[src/rtl/alu_instr_sequencer.sv]
// alu_instr_sequencer
//   Moore control sequencer for register-register ALU instructions. Walks the
//   datapath through fetch (T0..T2), operand read (T3..T4) and writeback
//   (T5, or T5M/T6M for multiply/divide with HI/LO results), raising the
//   bus-drive, load, memory and ALU-opcode strobes for each state.
//
//   Optional feature macro: SEQ_MEM_WAIT_EN
//     defined   -> T1 holds (in a wait state) until mem_rdy=1
//     undefined -> T1 lasts one cycle, mem_rdy is ignored
//
// Ports
//   clk          clock
//   clr          synchronous active-high reset
//   start        begin one instruction (sampled only in IDLE)
//   mem_rdy      memory read complete (used only with SEQ_MEM_WAIT_EN)
//   ir_q         IR contents, valid from T3 onward
//   busy         high in every state except IDLE
//   done         one-cycle pulse in the final writeback state
//   PCout..LOin  single-bit datapath strobes
//   reg_out      one-hot register bus-drive select
//   reg_in       one-hot register load select
//   ALU_Control  ALU opcode (holds its last driven value)
module alu_instr_sequencer #(
  parameter int REG_AW = 4,
  parameter int OP_W   = 5,
  parameter int IR_W   = 32,
  parameter int INC_OP = 12,
  parameter int MUL_OP = 15,
  parameter int DIV_OP = 16,
  localparam int NUM_REGS = 2**REG_AW
) (
  input  logic                clk,
  input  logic                clr,
  input  logic                start,
  input  logic                mem_rdy,
  input  logic [IR_W-1:0]     ir_q,
  output logic                busy,
  output logic                done,
  output logic                PCout,
  output logic                MARin,
  output logic                Zin,
  output logic                PCin,
  output logic                Read,
  output logic                MDRin,
  output logic                MDRout,
  output logic                IRin,
  output logic                Yin,
  output logic                Zlowout,
  output logic                Zhighout,
  output logic                HIin,
  output logic                LOin,
  output logic [NUM_REGS-1:0] reg_out,
  output logic [NUM_REGS-1:0] reg_in,
  output logic [OP_W-1:0]     ALU_Control
);

  // Field positions: opcode on top, then Ra, Rb, Rc in consecutive fields.
  localparam int RA_MSB = IR_W - OP_W - 1;
  localparam int RB_MSB = RA_MSB - REG_AW;
  localparam int RC_MSB = RB_MSB - REG_AW;
  localparam logic [NUM_REGS-1:0] ONE_HOT0 = NUM_REGS'(1);

  // T1W is the memory-wait continuation of T1: same Read/MDRin, but the
  // PC update strobes are not repeated.
  typedef enum logic [3:0] {
    S_IDLE = 4'd0,
    S_T0   = 4'd1,
    S_T1   = 4'd2,
    S_T1W  = 4'd3,
    S_T2   = 4'd4,
    S_T3   = 4'd5,
    S_T4   = 4'd6,
    S_T5   = 4'd7,
    S_T5M  = 4'd8,
    S_T6M  = 4'd9
  } state_t;

  state_t               state;
  state_t               state_nxt;
  logic [OP_W-1:0]      op_r;
  logic [REG_AW-1:0]    ra_r;
  logic [REG_AW-1:0]    rb_r;
  logic [REG_AW-1:0]    rc_r;
  logic [OP_W-1:0]      alu_r;
  logic                 is_muldiv;
  logic                 unused_inputs;

  // Low IR bits beyond the register fields are not part of this format.
  assign unused_inputs = ^{ir_q, mem_rdy};

  assign is_muldiv = (op_r == OP_W'(MUL_OP)) || (op_r == OP_W'(DIV_OP));

  // State register and instruction fields captured on the T2->T3 edge.
  always_ff @(posedge clk) begin
    if (clr) begin
      state <= S_IDLE;
      op_r  <= '0;
      ra_r  <= '0;
      rb_r  <= '0;
      rc_r  <= '0;
    end else begin
      state <= state_nxt;
      if (state == S_T2) begin
        op_r <= ir_q[IR_W-1 -: OP_W];
        ra_r <= ir_q[RA_MSB -: REG_AW];
        rb_r <= ir_q[RB_MSB -: REG_AW];
        rc_r <= ir_q[RC_MSB -: REG_AW];
      end
    end
  end

  // ALU opcode register: loaded when entering T0 or T4, held otherwise.
  always_ff @(posedge clk) begin
    if (clr) begin
      alu_r <= '0;
    end else if (state_nxt == S_T0) begin
      alu_r <= OP_W'(INC_OP);
    end else if (state_nxt == S_T4) begin
      alu_r <= op_r;
    end else begin
      alu_r <= alu_r;
    end
  end

  // Next-state logic.
  always_comb begin
    state_nxt = state;
    case (state)
      S_IDLE: begin
        if (start) state_nxt = S_T0;
        else       state_nxt = S_IDLE;
      end
      S_T0: state_nxt = S_T1;
`ifdef SEQ_MEM_WAIT_EN
      S_T1: begin
        if (mem_rdy) state_nxt = S_T2;
        else         state_nxt = S_T1W;
      end
      S_T1W: begin
        if (mem_rdy) state_nxt = S_T2;
        else         state_nxt = S_T1W;
      end
`else
      S_T1: state_nxt = S_T2;
`endif
      S_T2: state_nxt = S_T3;
      S_T3: state_nxt = S_T4;
      S_T4: begin
        if (is_muldiv) state_nxt = S_T5M;
        else           state_nxt = S_T5;
      end
      S_T5:    state_nxt = S_IDLE;
      S_T5M:   state_nxt = S_T6M;
      S_T6M:   state_nxt = S_IDLE;
      default: state_nxt = S_IDLE;
    endcase
  end

  // Output decode from the state register only.
  always_comb begin
    busy     = 1'b1;
    done     = 1'b0;
    PCout    = 1'b0;
    MARin    = 1'b0;
    Zin      = 1'b0;
    PCin     = 1'b0;
    Read     = 1'b0;
    MDRin    = 1'b0;
    MDRout   = 1'b0;
    IRin     = 1'b0;
    Yin      = 1'b0;
    Zlowout  = 1'b0;
    Zhighout = 1'b0;
    HIin     = 1'b0;
    LOin     = 1'b0;
    reg_out  = '0;
    reg_in   = '0;
    case (state)
      S_IDLE: busy = 1'b0;
      S_T0: begin
        PCout = 1'b1;
        MARin = 1'b1;
        Zin   = 1'b1;
      end
      S_T1: begin
        Zlowout = 1'b1;
        PCin    = 1'b1;
        Read    = 1'b1;
        MDRin   = 1'b1;
      end
      S_T1W: begin
        Read  = 1'b1;
        MDRin = 1'b1;
      end
      S_T2: begin
        MDRout = 1'b1;
        IRin   = 1'b1;
      end
      S_T3: begin
        reg_out = ONE_HOT0 << rb_r;
        Yin     = 1'b1;
      end
      S_T4: begin
        reg_out = ONE_HOT0 << rc_r;
        Zin     = 1'b1;
      end
      S_T5: begin
        Zlowout = 1'b1;
        reg_in  = ONE_HOT0 << ra_r;
        done    = 1'b1;
      end
      S_T5M: begin
        Zlowout = 1'b1;
        LOin    = 1'b1;
      end
      S_T6M: begin
        Zhighout = 1'b1;
        HIin     = 1'b1;
        done     = 1'b1;
      end
      default: busy = 1'b0;
    endcase
  end

  assign ALU_Control = alu_r;

endmodule

[config.mk]
export PLATFORM = sky130hd
export DESIGN_NAME = alu_instr_sequencer
export DESIGN_NICKNAME = d
export VERILOG_FILES = /design/src/rtl/alu_instr_sequencer.sv
export SDC_FILE = /design/constraint.sdc
export NUM_CORES = 1
export LEC_CHECK = 0
export BUFFER_PORTS_ARGS = -buffer_cell sky130_fd_sc_hd__buf_2
export CAP_MARGIN = 40
export CORE_ASPECT_RATIO = 0.5
export CORE_MARGIN = 1.5
export CORE_UTILIZATION = 30
export CTS_CLUSTER_SIZE = 14
export DETAILED_ROUTE_END_ITERATION = 8
export PLACE_DENSITY = 0.6
export SETUP_SLACK_MARGIN = 0.4
export SLEW_MARGIN = 25
export SYNTH_ARGS = -nofsm -noshare
export SYNTH_HDL_FRONTEND = slang
export SYNTH_SLANG_ARGS = --single-unit
[constraint.sdc]
create_clock -name clk -period 1.67 [get_ports clk]
set_clock_uncertainty 0.15 [all_clocks]
set_input_delay 0.2505 -clock clk [delete_from_list [all_inputs] [get_ports clk]]
set_output_delay 0.2505 -clock clk [all_outputs]
set_load 0.03 [all_outputs]
[After elaboration in Yosys (flattened, before gate mapping)]
Index checks and enable logic that the tools add are counted.
Widths: inputs -> output; s select.
Operators by class
  equal/unequal tests: 13
  shift-type cells: 3
  muxes and demuxes: 18
  reduce and logical (&&, ||, !) cells: 9
Operators with widths (number)
  $shl 1x4->16 const A: 3
  $pmux 16 s2: 1
  $pmux 4 s7: 1
  $eq 4x3->1 const B: 5
  $mux 16: 1
  $mux 1: 12
  $mux 4: 3
  $reduce_or 9->1: 1
  $eq 4x1->1 const B: 2
  $eq 4x2->1 const B: 2
  $eq 4x4->1 const B: 2
  $reduce_or 2->1: 4
  $eq 5x4->1 const B: 1
  $eq 5x5->1 const B: 1
  $logic_not 4->1: 1
  $reduce_or 3->1: 1
  $reduce_bool 2->1: 1
  $logic_or 1x1->1: 1
Storage, ports and cells
  register bits: 26
  input port bits: 36
  word-level logic and storage cells: 50

[Logic depth before layout (Yosys ltp)]
Gate-level depths: netlist of the first run.
  depth after elaboration: 7
  mapped depth: 6

[Worst setup path after synthesis of the first run]
OpenSTA, ideal clock, no wires.
  path kind: register -> output
  start point: reg state[3]
  end point: out Zlowout
  arrival time: 2146 ps
  data required time: 1270 ps
  setup slack: -876 ps
  stages on the path, launching flop included: 4
  path through: dfxtp_1 > buf_2 > nor4b_1 > a31o_2
Between the ends
  cells in the longest elaborated chain, start to end: 3
Ends and longest elaborated chain
  start, declared: line 78  | state_t state;
  start signal, assigned: line 102  | state <= state_nxt;
  $eq 4x3->1, or another cell as far along: line 178  | case (state)
  $reduce_or 3->1 (no line) *
  $mux 1 *: line 178
  end, declared: line 48  | output logic Zlowout,
Every way passes the cells marked *; elsewhere a longest branch is shown, timed or not.

[Final worst setup path of the first run]
  start point: reg state[0]
  end point: out reg_out[10]
Between the ends
  cells in the longest elaborated chain, start to end: 2
Ends and longest elaborated chain
  $eq 4x3->1: line 178
  $pmux 16 s2 *: line 178
  end, declared: line 52  | output logic [NUM_REGS-1:0] reg_out,
Marked as above.

==> flow_summary.json, run 1 <==
{
  "final.setup.tns_ns": -28.54,
  "synth_fp_nets": 229,
  "crit_fanout": 8,
  "hpwl_um": 3660,
  "cellLeakagePower_nw": 1.39,
  "finalSetupViolCount": 71,
  "outcome": "finished with violations",
  "core_um2": 4620,
  "cts.clk_slew.worst_paths_ns": 0.09,
  "grt_start_max_net_pins": 24,
  "root_buffer": "clkbuf_8",
  "fmax_ghz": 0.425,
  "ys_warn_count": 0,
  "cts_buffer_depth": 2,
  "clk_latency_ns": 0.27,
  "grt_pass1_vias": 1768,
  "htreeDepth": 1,
  "path_buf_inv": 2,
  "die_w_um": 103,
  "initial_core_util_pct": 32.6,
  "utilization_pct": 80.4,
  "viasPerCell": 4.99,
  "crit_chain": "and4bb_2, buf_12, mux2_4, nor4_4, buf_6",
  "cpPeakStageDelay_ns": 0.40,
  "netlist_area_um2": 1510,
  "fin_crit_ns": 2.35,
  "route.antenna.remaining_nets": 0,
  "slew_viol_final": 0,
  "synth_ff_type": "dfxtp_1",
  "vdd_drop_max_mv": 0.326,
  "firstDrtPassIters": 5,
  "synth_top_cell_by_area": "dfxtp_1",
  "vias": 1911,
  "critPathKind": "reg2out",
  "seqCellArea_um2": 531,
  "ys_ff_latch": 26,
  "numCtsBuffers": 3,
  "hold_viol": 0,
  "dieArea_um2": 5480,
  "synthCells": 193,
  "grt_use_total_pct": 20.7,
  "critPathSlowestCell": "mux2_4",
  "cts.sinks": 26,
  "synth_most_common_cell": "nand2_1",
  "grt_pass1_wl_um": 8600,
  "finalCritPeriodShare_pct": 141,
  "crit_required_ns": 1.27,
  "die_height_um": 53.1,
  "overflow": 0,
  "port_buffers": 71,
  "critical-path-top-delay-family": "simple AND/OR/NAND/NOR gates",
  "cp-start-kind": "register",
  "drv_cap": 0,
  "avgSynthCellArea_um2": 7.80,
  "synthTopCellsByCount": "nand2_1, dfxtp_1, a21oi_1",
  "drive_above_1_share_pct": 76.3,
  "routedWlPerCell_um": 15.2,
  "tightest_slew_ns": 0.427,
  "dp.cells": 347,
  "yosys-top-cells-area": "dfxtp_1, nand2_1, nor4_1",
  "violations": "negative setup slack",
  "cts_hold_buffers": 0,
  "holdWs_ns": 0.0616,
  "finalWorstSetupSlack_ns": -0.683,
  "pin_count": 88,
  "relSlewSlack_pct": 71.6,
  "tritoncts": "done",
  "layout.nets": 354,
  "total_power_mw": 1.77,
  "drt-initial-drc-count": 40,
  "area_growth_pct": 146,
  "drc": 0,
  "layout.cells.non_filler": 383,
  "power.density_nw_per_um2": 478,
  "synth_cell_type_count": 43,
  "nFillCells": 283,
  "synth_edf_count": 0,
  "n_antenna_cell": 0,
  "antenna_found_initial": 0,
  "arrival_ns": 1.95,
  "seq_area_frac_synth_pct": 34.6,
  "hold_path_class": "in2reg",
  "rsz0062_at_grt": "true",
  "multi_input_area_um2": 1620,
  "routabilityCongestion": 0.748,
  "cp-end-kind": "primary output",
  "yosys.area.top_type_share_pct": 34.6,
  "synthArstFlopShare_pct": 0,
  "wl_um": 5810,
  "rows": 17
}
==> per-stage QoR <==
step,area (µm²),worst slack (ns)
global placement,2780,-0.412
finish,3710,-0.683
floorplan,2180,-0.399
global route,3710,-0.768
CTS,3390,-0.696
detailed placement,2780,-0.470
==> state kept, by name (all words and copies together), names as in the netlist <==
name         flops
ALU_Control      5
op_r             5
ra_r             4
rb_r             4
rc_r             4
state            4
==> placed cells by master (no fill, tap or decap), types with 2 or more instances in the layout <==
cell type / Yosys / routed
nor4_4: 0 / 17
nand3b_1: 2 / 2
nand3_1: 3 / 2
clkbuf_8: 0 / 4
nor2_4: 0 / 13
nand2_1: 37 / 22
buf_12: 0 / 10
mux2_4: 3 / 3
or4b_4: 0 / 2
mux2i_1: 9 / 5
nor3b_4: 0 / 2
nand2_2: 0 / 8
buf_6: 2 / 70
nor3_1: 10 / 3
nor3_4: 0 / 7
buf_4: 5 / 28
mux2i_4: 0 / 4
buf_8: 0 / 5
a21oi_2: 0 / 12
dfxtp_2: 0 / 5
and3b_1: 2 / 2
a21oi_1: 19 / 7
nand2_4: 0 / 7
dfxtp_1: 26 / 20
buf_2: 5 / 24
o21ai_4: 0 / 2
==> final timing paths <==
check / from / to / slack, ns / cells past startpoint
max reg2reg: state[1] / rb_r[1] / -0.36 / 10
min: ir_q[29] / op_r[2] / 0.06 / 3
min reg2reg: op_r[2] / op_r[2] / 0.34 / 2
max: state[0] / reg_out[10] / -0.68 / 5
==> worst min-delay path, cell delays in order <==
cell and delay, ns:
buf_2 0.10, nand2_1 0.05, a21oi_1 0.05
==> layout make-up <==
class,instances,area share [%]
timing repair buffer,137,37.6
clock buffer,4,1.48
tap,66,2.23
inverter,4,0.809
multi-input combinational,146,43.6
sequential,26,14.3
==> routing by layer <==
layer	GRT usage [%]	wire length [µm]
met5	0	0
met1	27.8	2680
met3	3.04	197
met2	35.7	2900
met4	4.05	27
==> cells by family (layout without fill, tap and decap cells) <==
| family | Yosys count | in the layout | synth area share (%) |
|---|---|---|---|
| compound gates | 30 | 30 | 12.0 |
| mux | 12 | 12 | 8.98 |
| flops | 26 | 26 | 34.6 |
| simple gates | 103 | 103 | 35.7 |
| xor+xnor | 1 | 1 | 0.582 |
| buf+inv | 21 | 145 | 8.23 |
==> where the power goes <==
part / switching (mW) / leakage, nW / total (mW) / internal (mW)
logic: 0.353 / 1.15 / 0.687 / 0.334
clock network: 0.194 / 0.0288 / 0.405 / 0.211
registers: 0.0292 / 0.214 / 0.680 / 0.651
==> timing repair <==
action	CTS	global route
setup endpoints to repair	73	73
endpoints found under the hold margin	0	0
resized for setup	116	56
cloned	1	0
buffers inserted	18	13
pin swaps	23	26
(Power assumes the default switching activity.)
==> inputs of run 2 (changes only) <==
--- a/config.mk
+++ b/config.mk
@@ -5,10 +5,10 @@
 export SDC_FILE = /design/constraint.sdc
 export NUM_CORES = 1
 export LEC_CHECK = 0
+export ABC_AREA = 1
 export BUFFER_PORTS_ARGS = -buffer_cell sky130_fd_sc_hd__buf_2
 export CAP_MARGIN = 40
 export CORE_ASPECT_RATIO = 0.5
-export CORE_MARGIN = 1.5
 export CORE_UTILIZATION = 30
 export CTS_CLUSTER_SIZE = 14
 export DETAILED_ROUTE_END_ITERATION = 8
==> flow_summary.json, run 2 <==
{
  "grt_use_total_pct": 19.0,
  "tightest_slew_ns": 0.388,
  "rows": 17,
  "area_growth_pct": 117,
  "numCtsBuffers": 3,
  "die_height_um": 52.4,
  "critPathKind": "reg2out",
  "synthArstFlopShare_pct": 0,
  "seq_area_frac_synth_pct": 34.2,
  "htreeDepth": 1,
  "hold_path_class": "in2reg",
  "pin_count": 88,
  "synthTopCellsByCount": "nor2_1, nand2_1, dfxtp_1",
  "antenna_found_initial": 0,
  "synth_edf_count": 0,
  "synth_fp_nets": 274,
  "holdCritStartpoint": "clr",
  "clockPowerShare_pct": 28.7,
  "viasPerCell": 4.82,
  "p_sw_mw": 0.614,
  "cts_hold_buffers": 0,
  "vdd_drop_max_mv": 0.365,
  "cp-start-kind": "register",
  "finalSetupViolCount": 50,
  "p_comb_share_pct": 33.5,
  "rr_worst_depth": 9,
  "swShare_pct": 33.2,
  "root_buffer": "clkbuf_8",
  "dieArea_um2": 5390,
  "outcome": "finished with violations",
  "ys_warn_count": 0,
  "drive_above_1_share_pct": 66.2,
  "hpwl_um": 3460,
  "rr_startpoint": "state[2]",
  "cellLeakagePower_nw": 1.38,
  "intPower_mw": 1.23,
  "netlist_area_um2": 1520,
  "final_common_cell": "buf_6",
  "initial_core_util_pct": 32.9,
  "cts_buffer_depth": 2,
  "drt-initial-drc-count": 72,
  "layout.cells.non_filler": 418,
  "slew_viol_final": 0,
  "grt_pass1_vias": 1734,
  "cp-end-kind": "primary output",
  "final.setup.tns_ns": -15.69,
  "crit_required_ns": 1.27,
  "whs_endpoint": "state[1]",
  "clk_latency_ns": 0.27,
  "vias": 2016,
  "synth_cell_type_count": 22,
  "crit-reg2reg-capture": "rb_r[0]",
  "hold_viol": 0,
  "synth_ff_type": "dfxtp_1",
  "cts.clk_slew.worst_paths_ns": 0.09,
  "violations": "negative setup slack",
  "relSlewSlack_pct": 74.1,
  "min_path_cells": 2,
  "dp.cells": 392,
  "tritoncts": "done",
  "route.antenna.remaining_nets": 0,
  "synth_top_cell_by_area": "dfxtp_1",
  "firstDrtPassIters": 4,
  "layout.nets": 389,
  "grt_start_max_net_pins": 21,
  "cts.sinks": 26,
  "avgSynthCellArea_um2": 6.40,
  "rrSetupSlack_ns": -0.02,
  "rsz0062_at_grt": "true",
  "finalCritPeriodShare_pct": 127,
  "drc": 0,
  "yosys.area.top_type_share_pct": 34.2,
  "routabilityCongestion": 0.872,
  "arrival_ns": 1.72,
  "routedWlPerCell_um": 14.4,
  "drv_cap": 0,
  "synth_most_common_cell": "nor2_1",
  "grt_pass1_wl_um": 7890,
  "ys_ff_latch": 26,
  "finalWorstSetupSlack_ns": -0.449,
  "n_antenna_cell": 0,
  "core_um2": 4640,
  "power.density_nw_per_um2": 560,
  "layout_common_cells": "buf_6, nor2_4, buf_4",
  "wl_um": 6020,
  "fmax_ghz": 0.472,
  "yosys-top-cells-area": "dfxtp_1, nor2_1, nand2_1",
  "overflow": 0,
  "port_buffers": 71,
  "pwr-share-seq_pct": 37.8,
  "die_w_um": 103,
  "synthCells": 238,
  "fin_crit_ns": 2.12,
  "crit_fanout": 8
}
[run 2: changes by cell type in the layout (fill, tap and decap cells not counted), sizes merged, moves of 12 or more]
cell   before  now
buf       137  117
inv         3   25
nand2      37   49
nand3       3   26
nor2       15   62
nor4       17    0
o21ai       2   20
[run 2: layout make-up]
class	count	area [µm²]
Multi-Input combinational cell	178	1400
Fill cell	352	1340
Timing Repair Buffer	119	1100
Sequential cell	26	533
Inverter	25	109
Tap cell	66	82.6
Clock buffer	3	41.3
Clock inverter	1	30.0
[run 2: worst max-delay path by stage]
stage                        start           to  slack, ns  depth (start not counted)
after global routing      state[1]   reg_out[9]      -0.54                          7
after detailed placement  state[1]   reg_out[9]      -0.15                          7
after floorplan           state[3]    reg_in[0]       0.01                          7
final                     state[1]   reg_out[9]      -0.45                          7
after global placement    state[0]  reg_out[15]      -0.13                          8
after CTS                 state[1]  reg_out[13]      -0.40                          9
[run 2: metrics by stage]
stage          instance area (µm²)  hold slack, ns  utilization (%)  power (mW)  setup WS, ns
2_1_floorplan                 1840           0.160                -        1.01        0.0132
3_3_place_gp                  2420           0.305             52.3        1.13        -0.128
3_5_place_dp                  2420           0.305             52.3        1.14        -0.147
4_1_cts                       3010          0.0252             64.8        1.78        -0.404
5_1_grt                       3300          0.0205             71.2        1.93        -0.536
6_report                      3300          0.0240             71.2        1.85        -0.449
[run 2: cells by family after synthesis]
group / after synthesis / synth area share, %
AO/OA/AOI/OAI: 38 / 12.5
flip-flops: 26 / 34.2
buffers and inverters: 35 / 10.9
AND/OR/NAND/NOR: 139 / 42.4
[run 2: worst max-delay path, stage by stage (launching register included)]
cell and delay, ns:
dfxtp_4 0.40, inv_4 0.06, nor2_4 0.20, nand2_4 0.13, nand2_4 0.11, nand3_4 0.23
nor2_4 0.17, buf_6 0.14
[run 2: per-layer routing]
metal | GRT usage [%] | vias up | wire, µm
li1 | - | 985 | -
met1 | 23.3 | 951 | 2470
met2 | 35.8 | 72 | 3150
met3 | 3.47 | 8 | 311
met4 | 2.58 | 0 | 77
met5 | 0 | - | 0
[run 2: power groups by stage]
stage / sequential (mW) / clock (mW) / combinational, mW
2_1_floorplan: 0.713 / 0 / 0.296
3_3_place_gp: 0.707 / 0 / 0.423
3_5_place_dp: 0.708 / 0 / 0.430
4_1_cts: 0.693 / 0.543 / 0.544
5_1_grt: 0.704 / 0.571 / 0.658
6_report: 0.699 / 0.530 / 0.619
[run 2: repair_timing]
item | in CTS | in global routing
setup endpoints to repair | 73 | 74
pin swaps | 5 | 15
endpoints found under the hold margin | 0 | 0
buffers inserted | 11 | 9
gates cloned | 0 | 2
gates resized for setup | 127 | 50
==> inputs of run 3 (changes only) <==
--- a/config.mk
+++ b/config.mk
@@ -12,7 +12,7 @@
 export CORE_UTILIZATION = 30
 export CTS_CLUSTER_SIZE = 14
 export DETAILED_ROUTE_END_ITERATION = 8
-export PLACE_DENSITY = 0.6
+export PLACE_DENSITY = 0.57
 export SETUP_SLACK_MARGIN = 0.4
 export SLEW_MARGIN = 25
 export SYNTH_ARGS = -nofsm -noshare
==> constraint.sdc (replaced) <==
create_clock -name clk -period 2 [get_ports clk]
set_clock_uncertainty 0.15 [all_clocks]
set_input_delay 0.3 -clock clk [delete_from_list [all_inputs] [get_ports clk]]
set_output_delay 0.3 -clock clk [all_outputs]
set_load 0.03 [all_outputs]
==> flow_summary.json, run 3 (synthesis results as in run 2) <==
{
  "antenna_found_initial": 0,
  "tightest_slew_ns": 0.743,
  "dp.cells": 366,
  "cts.sinks": 26,
  "drive_above_1_share_pct": 62.5,
  "die_height_um": 52.4,
  "routabilityCongestion": 0.801,
  "pin_count": 88,
  "design_area_um2": 3320,
  "outcome": "finished with violations",
  "holdWs_ns": 0.0691,
  "rows": 17,
  "vdd_drop_max_mv": 0.314,
  "firstDrtPassIters": 4,
  "hold_viol": 0,
  "slew_viol_final": 0,
  "final.setup.tns_ns": -3.48,
  "cpPeakStageDelay_ns": 0.41,
  "place_ws_ns": 0.136,
  "cts.clk_slew.worst_paths_ns": 0.09,
  "htreeDepth": 1,
  "critPathKind": "reg2out",
  "layout.cells.non_filler": 405,
  "layout.nets": 376,
  "finalSetupViolCount": 25,
  "fmax_ghz": 0.458,
  "relSlewSlack_pct": 50.4,
  "tritoncts": "done",
  "wl_um": 6450,
  "arrival_ns": 1.73,
  "finalWorstSetupSlack_ns": -0.181,
  "power.density_nw_per_um2": 470,
  "dpl_cell_area_um2": 2150,
  "grt_pass1_vias": 1739,
  "hold_path_class": "in2reg",
  "numCtsBuffers": 3,
  "die_w_um": 103,
  "core_um2": 4640,
  "cp-end-kind": "primary output",
  "critical-path-top-delay-family": "simple AND/OR/NAND/NOR gates",
  "drc": 0,
  "critPathSlowestCell": "dfxtp_4",
  "grt_pass1_wl_um": 8200,
  "crit_fanout": 8,
  "overflow": 0,
  "violations": "negative setup slack",
  "cp-start-kind": "register",
  "routedWlPerCell_um": 15.9,
  "port_buffers": 71,
  "path_buf_inv": 2,
  "rr_worst_depth": 10,
  "grt_use_total_pct": 20.1,
  "cts_buffer_depth": 2,
  "area_growth_pct": 118,
  "route.antenna.remaining_nets": 0,
  "drt-initial-drc-count": 81,
  "hpwl_um": 3200,
  "finalCritPeriodShare_pct": 109,
  "clk_latency_ns": 0.28,
  "dieArea_um2": 5390,
  "rsz0062_at_grt": "true",
  "path_depth": 7,
  "n_antenna_cell": 0,
  "vias": 1963,
  "total_power_mw": 1.56,
  "root_buffer": "clkbuf_8",
  "drv_cap": 0,
  "grt_start_max_net_pins": 29,
  "initial_core_util_pct": 32.9,
  "min_path_cells": 2,
  "final_common_cell": "buf_6",
  "fin_crit_ns": 2.18,
  "crit_chain": "inv_4, nor2_8, nand2_8, nand2_4, nand3_4, nor2_2, buf_6",
  "utilization_pct": 71.5,
  "crit_required_ns": 1.55,
  "layout_common_cells": "buf_6, nor2_4, nand2_1, buf_2, buf_4",
  "viasPerCell": 4.85,
  "cellLeakagePower_nw": 1.30
}
-- run 3: area by class of cell --
class	instances	area, µm²
Clock buffer	3	41.3
Clock inverter	1	30.0
Fill cell	336	1320
Inverter	25	119
Multi-Input combinational cell	177	1490
Sequential cell	26	536
Tap cell	66	82.6
Timing Repair Buffer	107	1020
-- run 3: power by group --
group / internal [mW] / switching, mW
logic: 0.210 / 0.309
clock network: 0.268 / 0.184
registers: 0.549 / 0.0397
total: 1.03 / 0.532
-- run 3: path summary, 6_finish.rpt --
check	startpoint	end	slack, ns
min reg2reg	ALU_Control[4]	ALU_Control[4]	0.33
max	state[2]	reg_out[9]	-0.18
min	clr	state[3]	0.07
max reg2reg	state[2]	rc_r[0]	0.31
-- run 3: worst reg2reg max path: cells and delay by family, from the launching register on --
family / cells / cell delay [ns]
AND/OR/NAND/NOR: 4 / 0.44
flip-flops: 1 / 0.41
buffers and inverters: 6 / 0.64
-- run 3: metal layers --
metal	share of wire, %	GRT usage [%]	vias to the layer above
li1	-	-	962
met1	44	24.8	929
met2	52	36.9	66
met3	3.6	3.33	6
met4	1.1	4.23	0
met5	0	0	-
-- run 3: what timing repair did --
item,4_1_cts,5_1_grt
cloned,0,3
buffers inserted,16,16
hold buffers,0,0
pin swaps,37,26
endpoints found under the setup margin,47,65
resized for setup,161,44
